<file path="src/rtl/fpu_request_arbiter.sv">
// Round-robin sharing of one add/sub fpu between NREQ requesters, one operation in flight.
// Result returns ~8 (add) / ~10 (sub) cycles after transfer; no new grant while a response is pending.
module fpu_request_arbiter #(
  parameter int NREQ    = 2,
  parameter int IDW     = 1,
  parameter int TIMEOUT = 31
) (
  input  logic              clk,
  input  logic              reset,
  input  logic [NREQ-1:0]   req_valid,
  output logic [NREQ-1:0]   req_ready,
  input  logic [NREQ-1:0]   req_op,
  input  logic [7*NREQ-1:0] req_a_e,
  input  logic [15*NREQ-1:0] req_a_m,
  input  logic [7*NREQ-1:0] req_b_e,
  input  logic [15*NREQ-1:0] req_b_m,
  output logic              rsp_valid,
  input  logic              rsp_ready,
  output logic [IDW-1:0]    rsp_id,
  output logic [6:0]        rsp_e,
  output logic [14:0]       rsp_m,
  output logic              rsp_err,
  output logic              fpu_add,
  output logic              fpu_sub,
  output logic [6:0]        fpu_reg1_e,
  output logic [14:0]       fpu_reg1_m,
  output logic [6:0]        fpu_reg2_e,
  output logic [14:0]       fpu_reg2_m,
  input  logic [6:0]        fpu_res_e,
  input  logic [14:0]       fpu_res_m,
  input  logic              fpu_idle,
  output logic              fpu_reset,
  output logic              busy
);

  localparam int WDW = $clog2(TIMEOUT + 1);

  typedef enum logic [2:0] {
    S_BOOT  = 3'd0,
    S_IDLE  = 3'd1,
    S_START = 3'd2,
    S_WBUSY = 3'd3,
    S_WDONE = 3'd4,
    S_RESP  = 3'd5
  } state_t;

  state_t          state_q, state_d;
  logic [1:0]      boot_cnt_q, boot_cnt_d;
  logic [IDW-1:0]  rr_q, rr_d;
  logic [IDW-1:0]  id_q, id_d;
  logic            op_q, op_d;
  logic [6:0]      a_e_q, a_e_d, b_e_q, b_e_d;
  logic [14:0]     a_m_q, a_m_d, b_m_q, b_m_d;
  logic [WDW-1:0]  wdog_q, wdog_d;
  logic [6:0]      rsp_e_q, rsp_e_d;
  logic [14:0]     rsp_m_q, rsp_m_d;
  logic            rsp_err_q, rsp_err_d;
  logic            fpu_reset_q, fpu_reset_d;

  logic [NREQ-1:0] grant;
  logic [IDW-1:0]  grant_id;
  logic            grant_vld;
  logic            sel_op;
  logic [6:0]      sel_a_e, sel_b_e;
  logic [14:0]     sel_a_m, sel_b_m;

  // Requesters above the pointer win first, then wrap around to index 0.
  always_comb begin
    grant     = '0;
    grant_id  = '0;
    grant_vld = 1'b0;
    for (int i = 0; i < NREQ; i++) begin
      if (!grant_vld && req_valid[i] && (IDW'(i) > rr_q)) begin
        grant_vld = 1'b1;
        grant[i]  = 1'b1;
        grant_id  = IDW'(i);
      end
    end
    for (int i = 0; i < NREQ; i++) begin
      if (!grant_vld && req_valid[i] && (IDW'(i) <= rr_q)) begin
        grant_vld = 1'b1;
        grant[i]  = 1'b1;
        grant_id  = IDW'(i);
      end
    end
  end

  always_comb begin
    sel_op  = 1'b0;
    sel_a_e = '0;
    sel_a_m = '0;
    sel_b_e = '0;
    sel_b_m = '0;
    for (int i = 0; i < NREQ; i++) begin
      if (grant[i]) begin
        sel_op  = req_op[i];
        sel_a_e = req_a_e[7*i +: 7];
        sel_a_m = req_a_m[15*i +: 15];
        sel_b_e = req_b_e[7*i +: 7];
        sel_b_m = req_b_m[15*i +: 15];
      end
    end
  end

  always_ff @(posedge clk) begin
    if (reset) begin
      state_q     <= S_BOOT;
      boot_cnt_q  <= '0;
      rr_q        <= IDW'(NREQ - 1);
      id_q        <= '0;
      op_q        <= 1'b0;
      a_e_q       <= '0;
      a_m_q       <= '0;
      b_e_q       <= '0;
      b_m_q       <= '0;
      wdog_q      <= '0;
      rsp_e_q     <= '0;
      rsp_m_q     <= '0;
      rsp_err_q   <= 1'b0;
      fpu_reset_q <= 1'b0;
    end else begin
      state_q     <= state_d;
      boot_cnt_q  <= boot_cnt_d;
      rr_q        <= rr_d;
      id_q        <= id_d;
      op_q        <= op_d;
      a_e_q       <= a_e_d;
      a_m_q       <= a_m_d;
      b_e_q       <= b_e_d;
      b_m_q       <= b_m_d;
      wdog_q      <= wdog_d;
      rsp_e_q     <= rsp_e_d;
      rsp_m_q     <= rsp_m_d;
      rsp_err_q   <= rsp_err_d;
      fpu_reset_q <= fpu_reset_d;
    end
  end

  always_comb begin
    state_d     = state_q;
    boot_cnt_d  = boot_cnt_q;
    rr_d        = rr_q;
    id_d        = id_q;
    op_d        = op_q;
    a_e_d       = a_e_q;
    a_m_d       = a_m_q;
    b_e_d       = b_e_q;
    b_m_d       = b_m_q;
    wdog_d      = wdog_q;
    rsp_e_d     = rsp_e_q;
    rsp_m_d     = rsp_m_q;
    rsp_err_d   = rsp_err_q;
    fpu_reset_d = 1'b0;
    case (state_q)
      // fpu_idle is unknown right after an fpu reset; let it settle before trusting it.
      S_BOOT: begin
        if (boot_cnt_q != 2'd2) begin
          boot_cnt_d = boot_cnt_q + 2'd1;
        end else if (fpu_idle) begin
          state_d = S_IDLE;
        end
      end
      S_IDLE: begin
        if (grant_vld) begin
          id_d    = grant_id;
          rr_d    = grant_id;
          op_d    = sel_op;
          a_e_d   = sel_a_e;
          a_m_d   = sel_a_m;
          b_e_d   = sel_b_e;
          b_m_d   = sel_b_m;
          state_d = S_START;
        end
      end
      S_START: begin
        wdog_d  = '0;
        state_d = S_WBUSY;
      end
      S_WBUSY, S_WDONE: begin
        if ((state_q == S_WDONE) && fpu_idle) begin
          rsp_e_d   = fpu_res_e;
          rsp_m_d   = fpu_res_m;
          rsp_err_d = 1'b0;
          state_d   = S_RESP;
        end else if (wdog_q == WDW'(TIMEOUT - 1)) begin
          fpu_reset_d = 1'b1;
          rsp_e_d     = '0;
          rsp_m_d     = '0;
          rsp_err_d   = 1'b1;
          state_d     = S_RESP;
        end else begin
          wdog_d = wdog_q + WDW'(1);
          if ((state_q == S_WBUSY) && !fpu_idle) begin
            state_d = S_WDONE;
          end
        end
      end
      S_RESP: begin
        if (rsp_ready) begin
          // After a timeout the fpu was reset, so re-run the boot wait before granting.
          state_d    = rsp_err_q ? S_BOOT : S_IDLE;
          boot_cnt_d = '0;
        end
      end
      default: begin
        state_d    = S_BOOT;
        boot_cnt_d = '0;
      end
    endcase
  end

  // busy stays low in S_BOOT so that reset leaves every output low.
  always_comb begin
    req_ready  = (state_q == S_IDLE) ? grant : '0;
    fpu_add    = (state_q == S_START) && !op_q;
    fpu_sub    = (state_q == S_START) && op_q;
    rsp_valid  = (state_q == S_RESP);
    busy       = (state_q != S_IDLE) && (state_q != S_BOOT);
    rsp_id     = id_q;
    rsp_e      = rsp_e_q;
    rsp_m      = rsp_m_q;
    rsp_err    = rsp_err_q;
    fpu_reg1_e = a_e_q;
    fpu_reg1_m = a_m_q;
    fpu_reg2_e = b_e_q;
    fpu_reg2_m = b_m_q;
    fpu_reset  = fpu_reset_q;
  end

  for (genvar g = 0; g < NREQ; g++) begin : g_hold
    a_no_withdraw: assert property (@(posedge clk) disable iff (reset)
      (req_valid[g] && !req_ready[g]) |=> req_valid[g]);
  end

endmodule

</file>
<file path="config.mk">
export PLATFORM = sky130hd
export DESIGN_NAME = fpu_request_arbiter
export DESIGN_NICKNAME = d
export VERILOG_FILES = /design/src/rtl/fpu_request_arbiter.sv
export SDC_FILE = /design/constraint.sdc
export NUM_CORES = 1
export LEC_CHECK = 0
export ABC_AREA = 1
export ABC_CLOCK_PERIOD_IN_PS = 1500
export CORE_UTILIZATION = 40
export DETAILED_ROUTE_END_ITERATION = 12
export GPL_ROUTABILITY_DRIVEN = 0
export MAX_ROUTING_LAYER = met4
export PLACE_DENSITY = 0.78
export SKIP_CTS_REPAIR_TIMING = 1
export SLEW_MARGIN = 0
export SYNTH_ARGS = -nofsm -noshare
export SYNTH_HDL_FRONTEND = slang
export SYNTH_SLANG_ARGS = --single-unit
</file>
<file path="constraint.sdc">
create_clock -name clk -period 1.5 [get_ports clk]
set_clock_uncertainty 0.05 [all_clocks]
set_input_delay 0.3 -clock clk [delete_from_list [all_inputs] [get_ports clk]]
set_output_delay 0.3 -clock clk [all_outputs]
set_load 0.03 [all_outputs]
</file>
==> results of run 1 <==
==> worst reg2reg max path, cell delays in order (launching register included) <==
cell and delay [ns]:
dfxtp_2 0.36, inv_2 0.06, ha_4 0.15, nand4_1 0.14, buf_4 0.17, nand2_8 0.08
nand2_8 0.11, clkbuf_16 0.17, nand2_2 0.06, a21oi_2 0.27
==> placed cells by master, fill, tap and decap left out, types with 2 or more instances in the layout <==
cell type / Yosys / routed
dfxtp_4: 0 / 2
dfxtp_2: 0 / 4
nand2_4: 1 / 10
nand3_2: 1 / 2
clkbuf_8: 0 / 9
inv_2: 5 / 9
dfxtp_1: 81 / 75
clkdlybuf4s50_1: 0 / 115
clkbuf_16: 0 / 4
nand2_1: 82 / 53
inv_1: 66 / 58
nand4_1: 3 / 3
nand2_8: 0 / 2
nor2_4: 1 / 8
dlymetal6s2s_1: 0 / 71
nand3_1: 56 / 52
a21oi_2: 0 / 17
bufinv_16: 0 / 2
clkinv_2: 0 / 3
nand3_4: 1 / 4
ha_4: 0 / 2
buf_4: 4 / 28
a21oi_1: 31 / 14
buf_12: 0 / 8
nand2_2: 6 / 24
buf_6: 5 / 12
o21ai_0: 72 / 71
inv_4: 1 / 3
nor2_1: 112 / 104
o21ai_1: 19 / 20
==> per-stage QoR <==
stage               setup slack (ns)  power, mW  hold slack, ns  setup TNS (ns)  std cells
global placement              -0.321       7.39           0.383          -17.55        890
detailed placement            -0.364       7.51           0.401          -19.52        890
CTS                           -0.377       9.22           0.413          -17.86        905
global route                  -0.281       11.1           0.429           -3.73        929
finish                        -0.203       10.5           0.416           -2.04        929
floorplan                     0.0295       5.85           0.375               0        583
==> logic make-up after synthesis <==
| logic type | count (synthesis) | synth area share |
|---|---|---|
| AO/OA/AOI/OAI | 125 | 0.163 |
| XOR/XNOR | 1 | 0.00223 |
| adder cells (fa/ha/maj) | 3 | 0.00954 |
| buffers and inverters | 108 | 0.127 |
| flip-flops | 81 | 0.412 |
| AND/OR/NAND/NOR | 265 | 0.286 |
==> power by group through the flow <==
stage               Sequential (mW)  Combinational (mW)  Clock [mW]
finish                         3.00                5.78        1.75
floorplan                      3.59                2.25           0
global placement               2.95                4.44           0
CTS                            2.93                4.57        1.72
detailed placement             2.96                4.55           0
global route                   3.05                6.20        1.88
==> sequential cells by signal (all words and copies together) (netlist names) <==
| name | count |
|---|---|
| fpu_reg1_m | 15 |
| fpu_reg2_m | 15 |
| rsp_m | 15 |
| fpu_reg1_e | 7 |
| fpu_reg2_e | 7 |
| rsp_e | 7 |
| wdog_q | 5 |
| state_q | 3 |
| boot_cnt_q | 2 |
| fpu_reset | 1 |
| op_q | 1 |
| rr_q | 1 |
| rsp_err | 1 |
| rsp_id | 1 |
==> cell type report <==
| cell class | instances | area (µm²) |
|---|---|---|
| multi-input combinational | 394 | 2140 |
| tap | 129 | 161 |
| clock buffer | 9 | 124 |
| clock inverter | 6 | 83.8 |
| fill | 669 | 2290 |
| timing repair buffer | 238 | 2650 |
| sequential | 81 | 1630 |
| inverter | 72 | 290 |
==> routing by layer <==
metal | track usage | routed length (µm) | vias up
met5 | - | 0 | -
met1 | 0.256 | 5450 | 2182
met2 | 0.397 | 7310 | 219
li1 | - | - | 2274
met4 | 0.0847 | 511 | 0
met3 | 0.0663 | 1080 | 37
==> how the worst max path moves through the flow <==
stage | endpoint | startpoint | slack [ns]
after detailed placement | fpu_reg1_m[8]$_SDFFE_PP0P_ | req_valid[1] | -0.36
after CTS | req_ready[0] | state_q[0]$_SDFFE_PP0P_ | -0.38
after global routing | rsp_m[8]$_SDFFE_PP0P_ | wdog_q[0]$_SDFFE_PP0P_ | -0.28
final | rsp_m[8]$_SDFFE_PP0P_ | wdog_q[0]$_SDFFE_PP0P_ | -0.20
after global placement | fpu_reg2_m[10]$_SDFFE_PP0P_ | req_valid[1] | -0.32
after floorplan | fpu_add | state_q[2]$_SDFFE_PP0P_ | 0.03
==> Yosys cell counts (all sizes together), types with 3 or more instances <==
| cell type | number |
|---|---|
| dfxtp | 81 |
| nand3 | 58 |
| buf | 22 |
| nand2 | 89 |
| a21oi | 31 |
| nand4 | 3 |
| inv | 72 |
| o21ai | 92 |
| nor2 | 113 |
| clkbuf | 14 |
| ha | 3 |
==> results_dict.tcl, run 1 <==
set metrics [dict create \
    status "complete, but fails checks" \
    violations "setup timing" \
    critical_path_required_ns 1.72 \
    relSlewSlack 0.740 \
    grt_max_degree 45 \
    cts-root-buf "clkbuf_8" \
    avgSynthCellArea_um2 6.75 \
    postSynthCellCount 583 \
    cp_slowest_stage_delay_ns 0.36 \
    initialDrtViolationCount 150 \
    placed_area_um2 6040 \
    power_density_nw_per_um2 1490 \
    ys_warn_count 0 \
    min_path_type "register to register" \
    route.detailed.drc 0 \
    rsz0062_at_grt "yes" \
    grt_first_pass_wirelength_um 18200 \
    cap_violations 0 \
    startpoint_type "register" \
    seqPwrFrac 0.285 \
    hold_viol 0 \
    drive_gt1_frac 0.198 \
    cts_tree "done" \
    r2r_end "rsp_m[8]$_SDFFE_PP0P_" \
    routed_wl_um 14400 \
    finalWorstSetupSlack_ns -0.203 \
    first_pass_iters 4 \
    synth_edf_count 0 \
    final_core_util 0.756 \
    finalSetupViolCount 34 \
    clk_latency_ns 0.37 \
    path_max_fanout 6 \
    yosysTopAreaCell "dfxtp_1" \
    synth_cell_type_count 29 \
    arrival_ns 1.92 \
    clk_pin_slew_worst_paths_ns 0.10 \
    cp_top_family "buffers and inverters" \
    post-route-period-util 1.14 \
    min_to "fpu_reg2_m[4]$_SDFFE_PP0P_" \
    nets 917 \
    ys_seq_area_frac 0.412 \
    switching_share 0.430 \
    worstReg2RegStart "wdog_q[0]$_SDFFE_PP0P_" \
    clock_path_buffers 2 \
    cpMostUsedCell "nand2_8" \
    io_pins 193 \
    hold_depth 2 \
    diodes 0 \
    syn_nets 704 \
    vias_per_cell 5.07 \
    initial_core_util 0.420 \
    synth_top_area_frac 0.412 \
    cts_buffers 9 \
    leakage_nw 4.12 \
    grt_use_total 0.232 \
    grt_antenna_before_repair 0 \
    crit_cells 9 \
    min_from "fpu_reg2_m[4]$_SDFFE_PP0P_" \
    reg2reg_slack_ns -0.20 \
    worstMarginPinSlew_ns 0.389 \
    path_class "register to register" \
    worst_path_max_delay_cell "dfxtp_2" \
    rows 35 \
    htree_levels 3 \
    cp-end-kind "register" \
    pwr-share-clk 0.166 \
    die_x_um 101 \
    die_y_um 101 \
    fin_area_um2 7080 \
    ys_ff_latch 81 \
    intPower_mw 6.01 \
    postRouteAntennaNets 0 \
    grt_pass1_vias 4128 \
    p_comb_frac 0.549 \
    fmaxAchievable_ghz 0.587 \
    num_vias 4712 \
    dieArea_um2 10200 \
    slew_violations 0 \
    synthTopCellsByArea "dfxtp_1, nor2_1, o21ai_0" \
    cts.sinks 81 \
    netlist_area_um2 3940 \
    fin_crit_ns 1.70 \
    worst-path-buf-inv 3 \
    reg2reg_depth 9 \
    synth_ff_type "dfxtp_1" \
    syn_to_final_growth_pct 79.9 \
    grt-ovfl-total 0 \
    p_sw_mw 4.52 \
    hpwl_um 8730 \
    async_flop_share 0 \
    core_um2 9370 \
    io_buffers 192 \
    path_cells "inv_2 -> ha_4 -> nand4_1 -> buf_4 -> nand2_8 -> nand2_8 -> clkbuf_16 -> nand2_2 -> a21oi_2" \
    ir_worst_vdd_mv 0.855 \
    wl_per_cell_um 15.4 \
]
(Power assumes the default switching activity.)
==> run 2, diff against run 1 <==
- ABC_CLOCK_PERIOD_IN_PS: 1500 -> 1550
- CORE_UTILIZATION: 40 -> 37
- PLACE_DENSITY: 0.78 -> 0.76
- SLEW_MARGIN: 0 -> 20
- clock period: 1.5 -> 1.55 ns (I/O delays scaled with it)
==> run 2 against run 1 <==
Compared with the run above:
- the run still ends with setup timing left
- via count decreased by 3.6%
- clock-buffer cell count unchanged
- largest power group unchanged
- global-route usage decreased by 0.57 points
- highest routed layer unchanged
- sequential share of layout area increased by 0.87 points
- critical path type is now register to output pin
==> results_dict.tcl, run 2 (synthesized netlist as in run 1, its figures left out) <==
set metrics [dict create \
    status "complete, but fails checks" \
    violations "setup timing" \
    wl_per_cell_um 13.6 \
    htree_levels 3 \
    initial_core_util 0.381 \
    die_y_um 105 \
    fmaxAchievable_ghz 0.586 \
    io_pins 193 \
    clk_latency_ns 0.36 \
    path_class "register to output pin" \
    fin_area_um2 6820 \
    final_core_util 0.661 \
    cp-end-kind "output pin" \
    intPower_mw 5.69 \
    path_max_fanout 6 \
    grt_use_total 0.226 \
    min_path_type "register to register" \
    io_buffers 192 \
    pwr-share-clk 0.176 \
    rsz0062_at_grt "yes" \
    cts_tree "done" \
    worstMarginPinSlew_ns 0.364 \
    post-route-period-util 1.10 \
    power_density_nw_per_um2 1430 \
    cts_buffers 9 \
    finalWorstSetupSlack_ns -0.157 \
    final_common_cell "clkdlybuf4s50_1" \
    postRouteAntennaNets 0 \
    dieArea_um2 11100 \
    drive_gt1_frac 0.137 \
    finalSetupTns_ns -0.515 \
    pre_cts_ws_ns -0.328 \
    leakage_nw 4.05 \
    num_vias 4543 \
    first_pass_iters 6 \
    worst_path_max_delay_cell "dfxtp_4" \
    path_cells "inv_4 -> nand3_4 -> buf_4 -> nand2_1 -> inv_1 -> buf_6" \
    finalSetupViolCount 10 \
    clk_pin_slew_worst_paths_ns 0.09 \
    p_sw_mw 4.09 \
    arrival_ns 1.35 \
    die_x_um 105 \
    cts.sinks 81 \
    p_comb_frac 0.530 \
    grt_max_degree 45 \
    fin_crit_ns 1.71 \
    placed_area_um2 6170 \
    grt_pass1_vias 4359 \
    nets 913 \
    clock_path_buffers 2 \
    rows 37 \
    cts-root-buf "clkbuf_8" \
    final_cell_mix "clkdlybuf4s50_1, nor2_1, nand2_1" \
    hpwl_um 9170 \
    diodes 0 \
    relSlewSlack 0.757 \
    vias_per_cell 4.87 \
    initialDrtViolationCount 177 \
    cap_violations 0 \
    ir_worst_vdd_mv 0.960 \
    routed_wl_um 12700 \
    grt_first_pass_wirelength_um 19500 \
    hold_viol 0 \
    fillers 823 \
    critical_path_required_ns 1.19 \
    grt_antenna_before_repair 0 \
    startpoint_type "register" \
    syn_to_final_growth_pct 73.2 \
    core_um2 10300 \
    route.detailed.drc 0 \
    cp_slowest_stage_delay_ns 0.38 \
    switching_share 0.418 \
    slew_violations 0 \
    seqPwrFrac 0.294 \
    grt-ovfl-total 0 \
]
-- run 2: cell types whose count changed in the layout (fill, tap and decap cells not counted), sizes merged --
cell,change
clkbuf,-4
clkinv,-1
clkinvlp,+1
inv,+1
-- run 2: cell type report --
class,instances,area [µm²],share of cell area
Clock buffer,9,124,0.0182
Multi-Input combinational cell,394,1920,0.282
Tap cell,136,170,0.0250
Clock inverter,7,103,0.0150
Inverter,72,283,0.0415
Sequential cell,81,1630,0.239
Timing Repair Buffer,234,2580,0.379
-- run 2: power by group through the flow --
stage	Clock (mW)	Combinational [mW]	Sequential, mW
6_report	1.72	5.18	2.87
5_1_grt	1.85	5.55	2.91
3_5_place_dp	0	4.59	2.87
3_3_place_gp	0	4.47	2.86
4_1_cts	1.76	4.63	2.84
2_1_floorplan	0	2.18	3.48
-- run 2: worst max-delay path: cells and delay by family (launching register included) --
kind          cells  cell delay, ns
buf+inv           4            0.43
flops             1            0.38
simple gates      2            0.19
-- run 2: stage by stage --
step / power, mW / cells / hold WS [ns]
final: 9.77 / 933 / 0.411
after CTS: 9.23 / 922 / 0.414
after global routing: 10.3 / 933 / 0.432
after detailed placement: 7.46 / 906 / 0.401
after floorplan: 5.65 / 583 / 0.375
after global placement: 7.33 / 906 / 0.383
-- run 2: metal layers --
metal  vias up  track usage  part of all wire  routed length, µm
met5         -            -                 0                  0
met4         0       0.0614             0.014                184
met3        16       0.0568             0.072                918
met2       184        0.417              0.53               6740
met1      2070        0.239              0.38               4860
li1       2273            -                 -                  -
-- run 2: path summary, 6_finish.rpt --
| kind | from | endpoint | slack (ns) | cells after the start |
|---|---|---|---|---|
| worst max-delay path | state_q[1]$_SDFFE_PP0P_ | busy | -0.16 | 6 |
| worst max register to register | state_q[0]$_SDFFE_PP0P_ | rsp_m[9]$_SDFFE_PP0P_ | -0.01 | 9 |
| worst min-delay path | rsp_m[1]$_SDFFE_PP0P_ | rsp_m[1]$_SDFFE_PP0P_ | 0.41 | 2 |
| worst min register to register | rsp_m[1]$_SDFFE_PP0P_ | rsp_m[1]$_SDFFE_PP0P_ | 0.41 | 2 |
